[src/rtl/uart_transceiver.sv]
// Full-duplex 8N1 UART: independent receiver and transmitter on one clock.
// Each direction is a registered FSM with a comb next-state/next-output process.
module uart_transceiver #(
    parameter int unsigned CLKS_PER_BIT = 87
) (
    input  logic       i_clock,
    input  logic       i_reset,
    input  logic       i_rx_serial,
    output logic       o_rx_dv,
    output logic [7:0] o_rx_byte,
    input  logic       i_tx_dv,
    input  logic [7:0] i_tx_byte,
    output logic       o_tx_active,
    output logic       o_tx_serial,
    output logic       o_tx_done
);

    localparam int unsigned CNT_W = $clog2(CLKS_PER_BIT) + 1;
    localparam logic [CNT_W-1:0] BIT_LAST = CNT_W'(CLKS_PER_BIT - 1);
    localparam logic [CNT_W-1:0] HALF_BIT = CNT_W'((CLKS_PER_BIT - 1) / 2);

    localparam logic [2:0] S_IDLE    = 3'd0;
    localparam logic [2:0] S_START   = 3'd1;
    localparam logic [2:0] S_DATA    = 3'd2;
    localparam logic [2:0] S_STOP    = 3'd3;
    localparam logic [2:0] S_CLEANUP = 3'd4;

    logic             r_rx_meta;
    logic             r_rx_sync;
    logic [2:0]       r_rx_state, rx_state_n;
    logic [CNT_W-1:0] r_rx_cnt, rx_cnt_n;
    logic [2:0]       r_rx_idx, rx_idx_n;
    logic [7:0]       r_rx_shift, rx_shift_n;
    logic [7:0]       rx_byte_n;
    logic             rx_dv_n;

    logic [2:0]       r_tx_state, tx_state_n;
    logic [CNT_W-1:0] r_tx_cnt, tx_cnt_n;
    logic [2:0]       r_tx_idx, tx_idx_n;
    logic [2:0]       tx_idx_inc;
    logic [7:0]       r_tx_data, tx_data_n;
    logic             tx_serial_n, tx_active_n, tx_done_n;

    // Two-flop synchronizer; resets to the idle-high line level
    always_ff @(posedge i_clock) begin
        if (i_reset) begin
            r_rx_meta <= 1'b1;
            r_rx_sync <= 1'b1;
        end else begin
            r_rx_meta <= i_rx_serial;
            r_rx_sync <= r_rx_meta;
        end
    end

    always_ff @(posedge i_clock) begin
        if (i_reset) begin
            r_rx_state <= S_IDLE;
            r_rx_cnt   <= '0;
            r_rx_idx   <= '0;
            r_rx_shift <= '0;
            o_rx_byte  <= '0;
            o_rx_dv    <= 1'b0;
        end else begin
            r_rx_state <= rx_state_n;
            r_rx_cnt   <= rx_cnt_n;
            r_rx_idx   <= rx_idx_n;
            r_rx_shift <= rx_shift_n;
            o_rx_byte  <= rx_byte_n;
            o_rx_dv    <= rx_dv_n;
        end
    end

    // RX: confirm start at mid-bit, then sample each following bit one bit period later
    always_comb begin
        rx_state_n = r_rx_state;
        rx_cnt_n   = r_rx_cnt;
        rx_idx_n   = r_rx_idx;
        rx_shift_n = r_rx_shift;
        rx_byte_n  = o_rx_byte;
        rx_dv_n    = 1'b0;
        case (r_rx_state)
            S_IDLE: begin
                rx_cnt_n = '0;
                rx_idx_n = '0;
                if (!r_rx_sync) rx_state_n = S_START;
            end
            S_START: begin
                if (r_rx_cnt == HALF_BIT) begin
                    rx_cnt_n   = '0;
                    rx_state_n = r_rx_sync ? S_IDLE : S_DATA;
                end else begin
                    rx_cnt_n = r_rx_cnt + CNT_W'(1);
                end
            end
            S_DATA: begin
                if (r_rx_cnt < BIT_LAST) begin
                    rx_cnt_n = r_rx_cnt + CNT_W'(1);
                end else begin
                    rx_cnt_n             = '0;
                    rx_shift_n[r_rx_idx] = r_rx_sync;
                    if (r_rx_idx == 3'd7) begin
                        rx_idx_n   = '0;
                        rx_state_n = S_STOP;
                    end else begin
                        rx_idx_n = r_rx_idx + 3'd1;
                    end
                end
            end
            S_STOP: begin
                if (r_rx_cnt < BIT_LAST) begin
                    rx_cnt_n = r_rx_cnt + CNT_W'(1);
                end else begin
                    rx_cnt_n   = '0;
                    rx_state_n = S_CLEANUP;
                    if (r_rx_sync) begin
                        rx_byte_n = r_rx_shift;
                        rx_dv_n   = 1'b1;
                    end
                end
            end
            S_CLEANUP: rx_state_n = S_IDLE;
            default:   rx_state_n = S_IDLE;
        endcase
    end

    always_ff @(posedge i_clock) begin
        if (i_reset) begin
            r_tx_state  <= S_IDLE;
            r_tx_cnt    <= '0;
            r_tx_idx    <= '0;
            r_tx_data   <= '0;
            o_tx_serial <= 1'b1;
            o_tx_active <= 1'b0;
            o_tx_done   <= 1'b0;
        end else begin
            r_tx_state  <= tx_state_n;
            r_tx_cnt    <= tx_cnt_n;
            r_tx_idx    <= tx_idx_n;
            r_tx_data   <= tx_data_n;
            o_tx_serial <= tx_serial_n;
            o_tx_active <= tx_active_n;
            o_tx_done   <= tx_done_n;
        end
    end

    assign tx_idx_inc = r_tx_idx + 3'd1;

    // TX: the registered line level changes on the edge that ends each bit period
    always_comb begin
        tx_state_n  = r_tx_state;
        tx_cnt_n    = r_tx_cnt;
        tx_idx_n    = r_tx_idx;
        tx_data_n   = r_tx_data;
        tx_serial_n = o_tx_serial;
        tx_active_n = o_tx_active;
        tx_done_n   = 1'b0;
        case (r_tx_state)
            S_IDLE: begin
                tx_serial_n = 1'b1;
                tx_cnt_n    = '0;
                tx_idx_n    = '0;
                if (i_tx_dv) begin
                    tx_data_n   = i_tx_byte;
                    tx_serial_n = 1'b0;
                    tx_active_n = 1'b1;
                    tx_state_n  = S_START;
                end
            end
            S_START: begin
                if (r_tx_cnt < BIT_LAST) begin
                    tx_cnt_n = r_tx_cnt + CNT_W'(1);
                end else begin
                    tx_cnt_n    = '0;
                    tx_serial_n = r_tx_data[0];
                    tx_state_n  = S_DATA;
                end
            end
            S_DATA: begin
                if (r_tx_cnt < BIT_LAST) begin
                    tx_cnt_n = r_tx_cnt + CNT_W'(1);
                end else begin
                    tx_cnt_n = '0;
                    if (r_tx_idx == 3'd7) begin
                        tx_idx_n    = '0;
                        tx_serial_n = 1'b1;
                        tx_state_n  = S_STOP;
                    end else begin
                        tx_idx_n    = tx_idx_inc;
                        tx_serial_n = r_tx_data[tx_idx_inc];
                    end
                end
            end
            S_STOP: begin
                if (r_tx_cnt < BIT_LAST) begin
                    tx_cnt_n = r_tx_cnt + CNT_W'(1);
                end else begin
                    tx_cnt_n    = '0;
                    tx_done_n   = 1'b1;
                    tx_active_n = 1'b0;
                    tx_state_n  = S_CLEANUP;
                end
            end
            S_CLEANUP: begin
                tx_serial_n = 1'b1;
                tx_state_n  = S_IDLE;
            end
            default: tx_state_n = S_IDLE;
        endcase
    end

endmodule

[config.mk]
export PLATFORM = sky130hd
export DESIGN_NAME = uart_transceiver
export DESIGN_NICKNAME = d
export VERILOG_FILES = /design/src/rtl/uart_transceiver.sv
export SDC_FILE = /design/constraint.sdc
export NUM_CORES = 1
export LEC_CHECK = 0
export BUFFER_PORTS_ARGS = -buffer_cell sky130_fd_sc_hd__buf_2
export CORE_MARGIN = 2
export CORE_UTILIZATION = 51
export DETAILED_ROUTE_END_ITERATION = 6
export PLACE_DENSITY = 0.71
export SLEW_MARGIN = 20
export SYNTH_ARGS = -nofsm -noshare
export SYNTH_HDL_FRONTEND = slang
export SYNTH_SLANG_ARGS = --single-unit
export TNS_END_PERCENT = 1
[constraint.sdc]
create_clock -name i_clock -period 2.9 [get_ports i_clock]
set_input_delay 0.58 -clock i_clock [delete_from_list [all_inputs] [get_ports i_clock]]
set_output_delay 0.58 -clock i_clock [all_outputs]
set_load 0.05 [all_outputs]
# After elaboration in Yosys (flattened, before gate mapping)
# Index checks and enable logic that the tools add are counted.
[totals] input_bits=12 register_bits=58 out_inout_bits=12 wordCells=108
[op_classes] addsub=4 order_cmp=5 eq_ne=20 n_reduce_logical=22 bitwise=3 n_mux=39
[ops] cell="$mux W3" count=14
[ops] cell="$mux W8" count=3
[ops] cell="$pmux W3 S4" count=2
[ops] cell="$pmux W8 S3" count=1
[ops] cell="$ne A2 B2 Y1 const B" count=10
[ops] cell="$add A8 B1 Y8 const B" count=2
[ops] cell="$lt A8 B7 Y1 const B" count=2
[ops] cell="$pmux W8 S2" count=1
[ops] cell="$eq A3 B2 Y1 const B" count=4
[ops] cell="$pmux W3 S2" count=2
[ops] cell="$mux W1" count=10
[ops] cell="$reduce_and A5 Y1" count=2
[ops] cell="$eq A3 B3 Y1 const B" count=3
[ops] cell="$reduce_and A3 Y1" count=3
[ops] cell="$bwmux W8" count=1
[ops] cell="$eq A8 B6 Y1 const B" count=1
[ops] cell="$lt A3 B4 Y1 const B" count=2
[ops] cell="$reduce_and A2 Y1" count=4
[ops] cell="$reduce_bool A2 Y1" count=4
[ops] cell="$add A3 B1 Y3 const B" count=2
[ops] cell="$eq A3 B1 Y1 const B" count=2
[ops] cell="$logic_not A3 Y1" count=2
[ops] cell="$reduce_or A3 Y1" count=2
[ops] cell="$pmux W1 S4" count=1
[ops] cell="10 further kinds" count=13

# Logic depth before layout (Yosys ltp)
[depth] depth_word=6 depth_mapped=8 ltp_nobuf=6

# Worst setup path before layout
# No wires, ideal clock.
[synth_path] path_kind="flip-flop to flip-flop" from="reg r_tx_idx[0]" to="reg o_tx_serial" slack_ps=1021 setup_ps=130 synth_period_minus_slack_ps=1879 t_required_ps=2770 path_buffers=0 arrival_ps=1748 path_stages_with_launch=6 path_cell_list="dfxtp_1 > ha_1 > mux4_2 > nor2b_1 > a2111oi_0 > o31ai_1"
[synth_via] elab_chain_cells=6 word_cells_on_any_way=7 cone_classes="add/sub: 1; eq/ne: 1; mux: 5"
[synth_lines] item="from (decl)" line="39" text="logic [2:0] r_tx_idx, tx_idx_n;"
[synth_lines] item="from (signal assigned)" line="138" text="r_tx_idx <= tx_idx_n;"
[synth_lines] item="$add A3 B1 Y3" line="146" text="assign tx_idx_inc = r_tx_idx + 3'd1;"
[synth_lines] item="$bmux W1 S3" line="189" text="tx_serial_n = r_tx_data[tx_idx_inc];"
[synth_lines] item="$mux W1 (implied by the code)" line="189"
[synth_lines] item="$mux W1 (*)" line="183" text="if (r_tx_idx == 3'd7) begin"
[synth_lines] item="$mux W1 (*)" line="179" text="if (r_tx_cnt < BIT_LAST) begin"
[synth_lines] item="$pmux W1 S4 (*)" line="157" text="case (r_tx_state)"
[synth_lines] item="to (signal assigned)" line="140" text="o_tx_serial <= tx_serial_n;"
[synth_lines] item="to (decl)" line="14" text="output logic o_tx_serial,"
# Mark *: on every way between the ends. The rest lies on a longest branch, timed or not. The select of a mux whose other input is x is not followed.
# A chain may end at the register's enable or synchronous reset.

# Final worst setup path
[layout_path] from="reg r_rx_cnt[1]" to="reg r_rx_cnt[2]"
[layout_via] elab_chain_cells=3 word_cells_on_any_way=6 cone_classes="add/sub: 1; order compare: 1; eq/ne: 1; mux: 3"
[layout_lines] item="from (decl)" line="31" text="logic [CNT_W-1:0] r_rx_cnt, rx_cnt_n;"
[layout_lines] item="from (signal assigned)" line="65" text="r_rx_cnt <= rx_cnt_n;"
[layout_lines] item="$add A8 B1 Y8 (tied with other cells)" line="92, 97, 111"
[layout_lines] item="$mux W8, on equally long branches" line="96, 110, 88"
[layout_lines] item="$pmux W8 S3 (*)" line="81" text="case (r_rx_state)"
# Mark *: on every way between the ends. The rest lies on a longest branch, timed or not.

==> impl_metrics.csv <==
group,metric,value,unit
route,vias,2210,
die,core_area,0.00511,sq mm
critical_path,worstRegToRegCells,6,
cells_and_area,most-common-layout-cells,"dfxtp_1 (58), nand2_1 (33), a21oi_1 (32), nor2_1 (32), buf_2 (23)",
grt,track_usage,18.8,%
cells_and_area,ff_latch_area,0.00116,sq mm
sta,setup_tns,0,ps
critical_path,reg2reg_slack,760,ps
synth,synth_top_area_cell,"dfxtp_1",
route,finalWirelength,5.15,mm
die,std_cell_rows,26,
route,drtAntennaViolNets,0,
synth,synthArstFlopShare,0,%
grt,grt_util_met2,30.8,%
cells_and_area,layout.cells.non_filler,401,
grt,grt-ovfl-total,0,
worst_hold_path,hp-start,"r_rx_meta",
die,die_h,76.7,microns
cells_and_area,final_nets,345,
run,drv_cap,0,
grt,grt_pass1_vias,2109,
critical_path,crit_path_start_kind,"register",
sta,hold_violations,0,
power,power.density,526,mW/mm^2
route,drt_pre_antenna_iters,4,
critical_path,critPathMaxFanout,12,
critical_path,crit_chain,"ha_1 > nand4b_1 > o41ai_2 > nand2_1 > a21oi_1 > a311oi_1",
clock_network,cts_resized,0,
sta,slew_violations,0,
grt,antenna_found_initial,0,
critical_path,critPathLaunch,"r_rx_cnt[1]",
sta,fin_crit,2140,ps
cells_and_area,drive_above_1_share,14.5,%
critical_path,slowest_stage,"o41ai_2",
synth,ys.flop_type,"dfxtp_1",
placement,place_inst,386,
synth,syn_area_per_cell,8.58,sq um
placement,postPlaceCellArea,0.00280,sq mm
critical_path,end_kind,"register",
synth,yosys-top-cells-area,"dfxtp_1 (43%), a21oi_1 (5.9%), mux2i_1 (5.2%)",
clock_network,cts_made_buffers,9,
placement,gp_congestion,0.791,
grt,grt.met3_usage,4.00,%
route,routed_via_density,5.51,
sta,max_freq,468,MHz
sta,clock_skew,9.84,ps
clock_network,clk_path_buf_depth,2,
cells_and_area,area_growth,10.4,%
synth,ys_types,48,
synth,synth_top_area_share,43.1,%
critical_path,timing.rr.end,"r_rx_cnt[2]",
cells_and_area,design_area,0.00297,sq mm
cells_and_area,multi_input_area,0.00141,sq mm
placement,numPortBuffers,23,
clock_network,cts_setup_buffers,0,
critical_path,cpPeakStageDelay,490,ps
clock_network,clkTransAtPathRegs,70,ps
clock_network,numClockSinks,58,
power,leakagePower,1.07,nW
die,ios,24,
cells_and_area,diodes,0,
clock_network,ctsRootBufferMaster,"clkbuf_8",
outcome,outcome,"completed",
synth,ys_seq_area_share,43.1,%
sta,relSlewSlack,46.7,%
grt,grt_pass1_wl,9.17,mm
clock_network,cts_tree,"done",
synth,synth.cell_area,0.00269,sq mm
critical_path,required,3070,ps
grt,grtUsageMet1,23.8,%
power,vdd_drop_max,0.000299,V
sta,finalCritPeriodShare,73.7,%
route,drt_iter0_drc,118,
clock_network,clk_latency,320,ps
die,die_x,76.7,microns
route,wl_per_cell,12.8,microns
synth,syn_inst,314,
cells_and_area,fill_cells,499,
sta,worstMarginPinSlew,799,ps
grt,gr-max-usage-layer,"met2",
worst_hold_path,hp-class,"reg -> reg",
synth,synth_edf_count,0,
synth,ys_ff_latch,58,
critical_path,path_class,"reg -> reg",
critical_path,r2r_start,"r_rx_cnt[1]",
synth,synth_nets,332,
grt,grt_max_degree,46,
clock_network,hold_buffers,0,
critical_path,critPathCapture,"r_rx_cnt[2]",
cells_and_area,layout_commonest_cell,"dfxtp_1",
critical_path,cp.arrival,2310,ps
clock_network,htree_num_levels,3,
route,drc,0,
sta,finalSetupViolCount,0,
die,die_area,0.00588,sq mm
placement,hpwl,3.34,mm
die,start_util,52.7,%
sta,rsz0062_at_grt,"false",
synth,yosysWarnings,0,
[through the flow]
step | setup slack [ps] | utilization, % | power [mW] | hold slack [ps]
6_report | 761 | 58.2 | 1.56 | 424
5_1_grt | 607 | 58.2 | 1.62 | 437
2_1_floorplan | 1020 | - | 0.908 | 389
3_5_place_dp | 832 | 54.9 | 0.932 | 417
3_3_place_gp | 897 | 54.9 | 0.931 | 420
4_1_cts | 816 | 58.2 | 1.58 | 428
[worst min-delay path by stage]
stage / cells after the start / endpoint
after floorplan: 1 / r_rx_sync
after global placement: 1 / r_rx_sync
after detailed placement: 1 / r_rx_sync
after CTS: 2 / r_rx_meta
after global routing: 1 / r_rx_sync
final: 1 / r_rx_sync
[layout make-up]
type                    count  share of cell area [%]
multi-input cells         229                    47.5
flip-flops and latches     58                    39.1
clock buffers              13                    5.35
repair buffers             24                    4.12
well taps                  70                    2.95
inverters                   5                   0.631
clock inverters             2                   0.421
[routing by layer]
metal | vias up | share of wire [%]
met1 | 1002 | 50
li1 | 1160 | -
met5 | - | 0
met3 | 8 | 3.3
met2 | 40 | 46
met4 | 0 | 1.3
[power by group]
part           internal (mW)  switching, mW  leakage, nW
registers              0.811         0.0128        0.470
clock network          0.351          0.297       0.0855
logic                 0.0339         0.0570        0.510
[logic make-up (layout without fill, tap and decap cells)]
| group | Yosys count | after routing | share of synthesized area [%] |
|---|---|---|---|
| buffers and inverters | 27 | 44 | 4.51 |
| xor gates and xnor gates | 1 | 1 | 0.325 |
| adders and majority gates | 7 | 7 | 3.16 |
| muxes | 18 | 18 | 7.71 |
| DFF | 58 | 58 | 43.1 |
| and+or+nand+nor | 130 | 130 | 24.4 |
| AOI/OAI and AO/OA | 73 | 73 | 16.8 |
[worst max-delay path, delay by kind of cell, from the launching register on]
kind	cells	cell delay, ps
DFF	1	390
adders and majority gates	1	230
AOI/OAI and AO/OA	3	840
and+or+nand+nor	2	510
[flip-flops by register name, summed over array words and instances, names as in the netlist]
register,count
r_rx_sync,1
r_rx_idx,3
r_tx_idx,3
o_tx_active,1
r_tx_data,8
r_tx_cnt,8
o_rx_dv,1
r_rx_meta,1
o_tx_serial,1
o_tx_done,1
o_rx_byte,8
r_rx_shift,8
r_tx_state,3
r_rx_cnt,8
r_rx_state,3
[Yosys cell counts (all sizes together) (2+ instances only)]
| cell type | instances |
|---|---|
| nand2b | 3 |
| clkbuf | 14 |
| nor4b | 2 |
| nor4 | 4 |
| inv | 5 |
| or3 | 3 |
| nand4b | 4 |
| a22oi | 3 |
| a211oi | 4 |
| dfxtp | 58 |
| nand3b | 4 |
| a31oi | 2 |
| and3 | 5 |
| nor3b | 4 |
| a21o | 3 |
| nor3 | 11 |
| or2 | 5 |
| ha | 6 |
| mux2i | 14 |
| mux4 | 2 |
| nand2 | 33 |
| and2 | 3 |
| o41ai | 3 |
| a21oi | 32 |
| a311oi | 5 |
| nand3 | 13 |
| o21ai | 15 |
| nor2 | 33 |
| mux2 | 2 |
| buf | 8 |
| nor2b | 2 |
Power figures use the tool's default switching activity.
